`config.mk`:
```
export PLATFORM = sky130hd
export DESIGN_NAME = gb_square_channel
export DESIGN_NICKNAME = d
export VERILOG_FILES = /design/src/rtl/gb_square_channel.sv
export SDC_FILE = /design/constraint.sdc
export NUM_CORES = 1
export LEC_CHECK = 0
export BUFFER_PORTS_ARGS = -buffer_cell sky130_fd_sc_hd__clkbuf_2
export CAP_MARGIN = 25
export CELL_PAD_IN_SITES_DETAIL_PLACEMENT = 0
export CELL_PAD_IN_SITES_GLOBAL_PLACEMENT = 1
export CORE_ASPECT_RATIO = 0.75
export CORE_MARGIN = 4
export CORE_UTILIZATION = 49
export CTS_CLUSTER_DIAMETER = 80
export DETAILED_ROUTE_END_ITERATION = 10
export PLACE_DENSITY = 0.95
export SLEW_MARGIN = 20
export SYNTH_ARGS = -nofsm -noshare
export SYNTH_HDL_FRONTEND = slang
export SYNTH_SLANG_ARGS = --single-unit
export TNS_END_PERCENT = 30
```
`constraint.sdc`:
```
create_clock -name clk -period 9.55 [get_ports clk]
set_input_delay 2.865 -clock clk [delete_from_list [all_inputs] [get_ports clk]]
set_output_delay 2.865 -clock clk [all_outputs]
set_load 0.05 [all_outputs]
```
`src/rtl/gb_square_channel.sv`:
```
// gb_square_channel: Game Boy style pulse voice with frequency timer, duty sequencer,
// length counter, volume envelope and its own frame sequencer (no sweep).
module gb_square_channel #(
    parameter int FS_DIV = 2048
) (
    input  logic        clk,
    input  logic        reset_b,
    input  logic        timer_tick,
    input  logic [1:0]  duty,
    input  logic [10:0] freq,
    input  logic [5:0]  length_load,
    input  logic        length_wr,
    input  logic        length_enable,
    input  logic [3:0]  env_init,
    input  logic        env_dir,
    input  logic [2:0]  env_period,
    input  logic        trigger,
    output logic [3:0]  level,
    output logic        active
);
    localparam int FW = FS_DIV > 1 ? $clog2(FS_DIV) : 1;
    localparam logic [FW-1:0] FS_LAST = FW'(FS_DIV - 1);

    logic [11:0]   ftimer_q, ftimer_d;
    logic [2:0]    step_q, step_d;
    logic [FW-1:0] fs_div_q, fs_div_d;
    logic [2:0]    fs_step_q, fs_step_d;
    logic [6:0]    length_ctr_q, length_ctr_d;
    logic [3:0]    volume_q, volume_d;
    logic [2:0]    env_timer_q, env_timer_d;
    logic          env_dir_q, env_dir_d;
    logic [2:0]    env_period_q, env_period_d;
    logic          active_q, active_d;
    logic [3:0]    level_q, level_d;

    logic        fs_wrap, len_clk, env_clk, len_dec, env_fire, step_adv;
    logic [6:0]  len_w;
    logic [2:0]  env_dec;
    logic [11:0] reload;
    logic [7:0]  pattern;

    always_comb begin
        fs_wrap      = timer_tick && fs_div_q == FS_LAST;
        fs_div_d     = fs_wrap ? '0 : fs_div_q + FW'(timer_tick);
        fs_step_d    = fs_step_q + 3'(fs_wrap);
        len_clk      = fs_wrap && !fs_step_d[0];
        env_clk      = fs_wrap && fs_step_d == 3'd7;
        reload       = 12'd2048 - {1'b0, freq};
        // a length write lands first so trigger's zero check sees the new value
        len_w        = length_wr ? 7'd64 - {1'b0, length_load} : length_ctr_q;
        len_dec      = !trigger && len_clk && length_enable && len_w != 7'd0;
        length_ctr_d = (trigger && len_w == 7'd0) ? 7'd64 : len_w - 7'(len_dec);
        active_d     = trigger ? (env_init != 4'd0 || env_dir)
                               : active_q && !(len_dec && len_w == 7'd1);
        env_dec      = env_timer_q - 3'd1;
        env_fire     = !trigger && env_clk && env_period_q != 3'd0;
        env_timer_d  = trigger ? env_period : !env_fire ? env_timer_q
                     : env_dec == 3'd0 ? env_period_q : env_dec;
        volume_d     = trigger ? env_init : !(env_fire && env_dec == 3'd0) ? volume_q
                     : env_dir_q ? volume_q + 4'(volume_q != 4'd15)
                     : volume_q - 4'(volume_q != 4'd0);
        env_dir_d    = trigger ? env_dir : env_dir_q;
        env_period_d = trigger ? env_period : env_period_q;
        step_adv     = !trigger && timer_tick && ftimer_q <= 12'd1;
        ftimer_d     = trigger ? reload : step_adv ? reload
                     : timer_tick ? ftimer_q - 12'd1 : ftimer_q;
        step_d       = step_q + 3'(step_adv);
        pattern      = duty == 2'd0 ? 8'b1000_0000 : duty == 2'd1 ? 8'b1000_0001
                     : duty == 2'd2 ? 8'b1110_0001 : 8'b0111_1110;
        level_d      = (active_d && pattern[step_d]) ? volume_d : 4'd0;
    end

    always_ff @(posedge clk or negedge reset_b) begin
        if (!reset_b) begin
            ftimer_q     <= '0;
            step_q       <= '0;
            fs_div_q     <= '0;
            fs_step_q    <= '0;
            length_ctr_q <= '0;
            volume_q     <= '0;
            env_timer_q  <= '0;
            env_dir_q    <= 1'b0;
            env_period_q <= '0;
            active_q     <= 1'b0;
            level_q      <= '0;
        end else begin
            ftimer_q     <= ftimer_d;
            step_q       <= step_d;
            fs_div_q     <= fs_div_d;
            fs_step_q    <= fs_step_d;
            length_ctr_q <= length_ctr_d;
            volume_q     <= volume_d;
            env_timer_q  <= env_timer_d;
            env_dir_q    <= env_dir_d;
            env_period_q <= env_period_d;
            active_q     <= active_d;
            level_q      <= level_d;
        end
    end

    assign level  = level_q;
    assign active = active_q;
endmodule

```
# After elaboration in Yosys (flattened, before gate mapping)

Index checks and enable logic that the tools add are counted.

Register bits after elaboration: 52
Input port bits: 33
Output and inout bits: 5
Word-level logic and storage cells: 76

Add/sub/neg operators: 10
$lt $le $gt $ge: 2
Equal/unequal tests: 6
Muxes and demuxes: 19
Reductions and logical operators: 28

Operator list:

| kind                                                       | number |
|---|---|
| 2-to-1 mux 12 bit                                          | 3 |
| 2-to-1 mux 8 bit                                           | 3 |
| 2-to-1 mux 4 bit                                           | 4 |
| logical AND 1 bit                                          | 15 |
| 2-to-1 mux 7 bit                                           | 2 |
| <= comparator 12 x 1 -> 1 bit, second input constant       | 1 |
| subtractor 12 x 1 -> 12 bit, second input constant         | 1 |
| subtractor 12 x 11 -> 12 bit, first input constant         | 1 |
| adder 11 x 1 -> 11 bit                                     | 1 |
| == test 11 bit, second input constant                      | 1 |
| 2-to-1 mux 11 bit                                          | 1 |
| 2-to-1 mux 3 bit                                           | 3 |
| nonzero test 4 bit                                         | 2 |
| == test 7 x 1 -> 1 bit, second input constant              | 1 |
| zero test 7 bit                                            | 1 |
| nonzero test 7 bit                                         | 1 |
| subtractor 7 x 1 -> 7 bit                                  | 1 |
| subtractor 7 x 6 -> 7 bit, first input constant            | 1 |
| adder 3 x 1 -> 3 bit                                       | 2 |
| nonzero test 3 bit                                         | 2 |
| adder 4 x 1 -> 4 bit                                       | 1 |
| less-than comparator 3 x 4 -> 1 bit, second input constant | 1 |
| != test 4 bit, second input constant                       | 1 |
| subtractor 4 x 1 -> 4 bit                                  | 1 |
| other kinds (11)                                           | 14 |

# Depth between registers and ports, before layout

Depth in word-level cells: 14
Mapped depth: 12
Gate-level depth less buffers: 12

# Least setup slack after synthesis

OpenSTA, ideal clock, no wires.

Path kind: input to register
Start: in trigger
End: reg level_q[3] (netlist: level[3])
Library setup time: 105 ps
Arrival: 5241 ps
Required time: 9445 ps
Path slack: 4204 ps
Cell stages on the path: 10
Buffers on the path: 3
Path through: clkbuf_1 -> clkbuf_1 -> clkbuf_1 -> nor3_1 -> ha_1 -> ha_1 -> o311ai_0 -> a21oi_1 -> a221o_1 -> nor4b_1

Elaborated cells between the ends (all ways): 20
Classes of those cells: add/sub (1); mux (6); reduce/logical (13)

RTL lines:

| item                                   | line | text |
|---|---|---|
| start: declaration                     | 17   | `input logic trigger,` |
| zero test 1 bit                        | 64   | `step_adv = !trigger && timer_tick && ftimer_q <= 12'd1;` |
| logical AND 1 bit (2 in a row)         | 64   |  |
| adder 3 x 1 -> 3 bit                   | 67   | `step_d = step_q + 3'(step_adv);` |
| named net step_d[1]                    | 25   | `logic [2:0] step_q, step_d;` |
| binary-select mux 1 bit (select 3 bit) | 70   | `level_d = (active_d && pattern[step_d]) ? volume_d : 4'd0;` |
| 2-to-1 mux 1 bit (implied by the code) | 70   |  |
| logical AND 1 bit                      | 70   |  |
| 2-to-1 mux 4 bit                       | 70   |  |
| named net level_d[3]                   | 34   | `logic [3:0] level_q, level_d;` |
| end signal: assignment                 | 97   | `level_q <= level_d;` |
| end: declaration                       | 34   |  |

The timed path passes the listed nets, and every way through them passes these cells. The select of a mux whose other input is x is not followed.
A chain may end at the register's enable or synchronous reset.

# Worst setup path in the final report

Start: in timer_tick
End: reg level_q[3] (netlist: level[3])

Elaborated cells between the ends (all ways): 25
Classes of those cells: add/sub (2); eq/ne (1); mux (6); reduce/logical (16)

RTL lines:

| item                           | line | text |
|---|---|---|
| start: declaration             | 8    | `input logic timer_tick,` |
| logical AND 1 bit              | 43   | `fs_wrap = timer_tick && fs_div_q == FS_LAST;` |
| adder 3 x 1 -> 3 bit           | 45   | `fs_step_d = fs_step_q + 3'(fs_wrap);` |
| named net fs_step_d[1]         | 27   | `logic [2:0] fs_step_q, fs_step_d;` |
| == test 3 bit                  | 47   | `env_clk = fs_wrap && fs_step_d == 3'd7;` |
| logical AND 1 bit              | 47   |  |
| logical AND 1 bit (2 in a row) | 56   | `env_fire = !trigger && env_clk && env_period_q != 3'd0;` |
| logical AND 1 bit              | 59   | `volume_d = trigger ? env_init : !(env_fire && env_dec == 3'd0) ? volume_q` |
| 2-to-1 mux 4 bit (2 in a row)  | 59   |  |
| 2-to-1 mux 4 bit               | 70   |  |
| named net level_d[3]           | 34   |  |

The timed path passes the listed nets, and every way through them passes these cells. The select of a mux whose other input is x is not followed.

==> run metrics <==
clock skew=0.0117 ns; Compound-Gate Fraction of Synth Area=0.153; # diodes=0; CTS Hold Buffers Added=0; status=finished, final reports clean; WP buf/inv=2; Hold Startpoint=fs_step_q[2]$_DFF_PN0_; fraction of registers with async set/reset=1.00; syn nets=418; pwr dens=146 mW/mm^2; cell chain of the critical path=clkbuf_2, nand4_1, nor3_2, buf_4, ha_1, ha_1, and4b_1, and4_1, nand4b_1, mux2i_1, nor4b_1; number of cells on the worst reg-to-reg path=9; Hold WC Path Type=reg2reg; period utilization=0.537; initial antenna violation count=0; relative slew slack=0.464; Slew Limit Fails=0; dpl ws=4.14 ns; vias in the first global route=2651; Achievable Freq=195 MHz; Post-CTS Setup Inserts=0; worst path required time=9.75 ns; routed vias/inst=5.74; Post-Synth XOR/XNOR Area=0.0674; vias post-DR=2761; Slowest-stage cell, CP=nor3_2; die width=104 um; Primary FF master, synth=dfrtp_1; Die Y=79.9 um; register bit total from synthesis=52; Tot GR Track Use=0.182; DP Wirelength=5490 um; Root Buffer=clkbuf_8; Worst Path Arrival=5.33 ns; hold worst-path end=fs_step_q[2]$_DFF_PN0_; Crit Reg-Reg Startpoint=ftimer_q[7]$_DFFE_PN0P_; EDFF count, synth=0; post-synthesis simple-gate area fraction=0.243; Num CTS Buffers=5; Longest Clk Path Bufs=2; Fill cells=584; family with the most delay on the worst path=simple AND/OR/NAND/NOR gates; fin worst setup slack=4.42 ns; Nets=455; Iter 0 DRT Violations=183; synthesis-to-finish area growth=10.5%; first-pass GRT wire length=12400 um; # setup viols final=0; Placement Cell Area=0.00364 mm^2; final worst path period need=5.13 ns; share of layout cells above drive strength 1=0.153; cell mode on critical path=ha_1; Top Ports=38; cell area after synthesis=0.00338 mm^2; reg-to-reg slack, setup=5.98 ns; count of buffers from port buffering=37; YS warnings=0; Post-Syn Instances=362; count of final hold-check violations=0; worst-margin pin slew=0.797 ns; TritonCTS clock tree=yes; Skew-Pair Late Insertion Delay=0.30 ns; Lkg Pwr=1.72 nW; Post-Synth Adder-Cell Area=0.0874; DR WL/cell=14.6 um; CP max FO=16; Clock Pin Slew Worst Setup and Hold Paths=0.09 ns; hold depth=1; initial core utilization=0.519; VDD IR-drop max=0.0740 mV; cell area after layout=0.00373 mm^2; PostCTS Resize Cnt=0; row count=25; post-synthesis mux area share=0.0274; GPL Wtd Cong=0.864; die footprint=0.00830 mm^2; sequential element share of the synthesized area=0.385; CP endpoint kind=register; minimum hold slack=0.484 ns; final antenna-violating net count=0; CP Class=in2reg; largest family of logic cells by synthesized area=simple AND/OR/NAND/NOR gates; MaxCap Viol Count=0; post-synth cell types=59; final WL=7030 um; Core ar.=0.00651 mm^2; RSZ-0062 raised after global routing=no; placed insts=473; reg2reg end=level[3]$_DFF_PN0_; grt total ovfl=0; Post-Layout Cell Count=481; crit path launch type=input port; TNS Setup=0 ns; Syn Area/Cell=9.33 um^2; largest net degree at the start of global routing=53; # clock sinks=52; drc violations=0; worst stage delay on the critical path=0.38 ns; final core utilization=0.574; H-tree levels=2; TritonRoute pass-1 iters=4; Power Total=0.546 mW
==> worst max path at each step <==
stage	slack (ns)	cells after the start	startpoint	end
detailed placement	4.14	11	timer_tick	level[3]$_DFF_PN0_
global placement	4.25	11	timer_tick	level[0]$_DFF_PN0_
floorplan	4.20	10	trigger	level[3]$_DFF_PN0_
global route	4.21	11	timer_tick	level[3]$_DFF_PN0_
CTS	4.46	11	timer_tick	level[3]$_DFF_PN0_
finish	4.42	11	timer_tick	level[3]$_DFF_PN0_
==> layout make-up <==
cell class / instances / area (um^2) / area share
inverters: 21 / 78.8 / 0.0211
clock inverters: 1 / 7.51 / 0.00201
clock buffers: 7 / 86.3 / 0.0231
repair buffers: 39 / 200 / 0.0536
flip-flops and latches: 52 / 1300 / 0.349
multi-input cells: 280 / 1960 / 0.524
well taps: 81 / 101 / 0.0271
==> synthesized netlist by cell type, types with 3 or more instances <==
master | number | share of area
nand2b_1 | 3 | 0.0056
a31oi_1 | 3 | 0.0056
nor4_1 | 5 | 0.0093
o211ai_1 | 5 | 0.011
o311ai_1 | 3 | 0.0078
inv_1 | 21 | 0.023
xnor2_1 | 13 | 0.034
xor2_1 | 13 | 0.034
nor2_1 | 37 | 0.041
nor2b_1 | 10 | 0.019
mux2i_1 | 7 | 0.021
dfrtp_1 | 52 | 0.39
ha_1 | 22 | 0.081
a211oi_1 | 6 | 0.013
or3_1 | 8 | 0.015
nand2_1 | 29 | 0.032
nand4_1 | 9 | 0.017
nor3_1 | 9 | 0.013
or4_1 | 3 | 0.0067
nor3b_1 | 5 | 0.011
o21ai_0 | 18 | 0.027
a21oi_1 | 14 | 0.021
clkbuf_1 | 7 | 0.0078
a211o_1 | 4 | 0.010
and3_1 | 4 | 0.0074
nand3_1 | 10 | 0.015
==> flip-flops by register name, indices dropped and copies added (netlist names), 3 cells and up <==
signal	cells
ftimer_q	12
fs_div_q	11
length_ctr_q	7
level	4
volume_q	4
env_period_q	3
env_timer_q	3
fs_step_q	3
step_q	3
==> routing by layer <==
| metal | part of all wire | up-vias | track usage |
|---|---|---|---|
| li1 | - | 1387 | - |
| met3 | 0.064 | 4 | 0.0364 |
| met1 | 0.49 | 1295 | 0.258 |
| met5 | 0 | - | 0 |
| met4 | 0.0047 | 0 | 0.0398 |
| met2 | 0.44 | 75 | 0.289 |
==> layout by cell type, fill, tap and decap left out, types with 3 or more instances in the layout <==
cell	instances
a211o_1	4
a211oi_1	6
a21oi_1	14
a31oi_1	3
and3_1	4
clkbuf_2	37
clkbuf_8	6
dfrtp_1	52
ha_1	22
inv_1	21
mux2i_1	7
nand2_1	29
nand2b_1	3
nand3_1	10
nand4_1	9
nor2_1	37
nor2b_1	10
nor3_1	8
nor3b_1	5
nor4_1	5
o211ai_1	5
o21ai_0	18
o311ai_1	3
or3_1	8
or4_1	3
xnor2_1	13
xor2_1	13
==> cell families after synthesis <==
group                      count (synthesis)
AOI/OAI and AO/OA                         71
xor gates and xnor gates                  26
adders and majority gates                 23
buffers and inverters                     30
DFF                                       52
muxes                                      9
and+or+nand+nor                          151
==> power breakdown <==
part / leakage, nW / switching, mW / internal [mW]
logic: 1.02 / 0.0767 / 0.0573
clock network: 0.0445 / 0.0708 / 0.0590
registers: 0.653 / 0.0308 / 0.251
==> worst register-to-register path: stages, from the launching register on <==
cell      delay, ns
dfrtp_1        0.45
or4_4          0.61
or4_4          0.59
nor3_1         0.23
ha_1           0.20
ha_1           0.28
o311ai_0       0.34
a21oi_1        0.11
a221o_1        0.35
nor4b_1        0.31
Note: power is estimated with default switching activity, not from simulation.
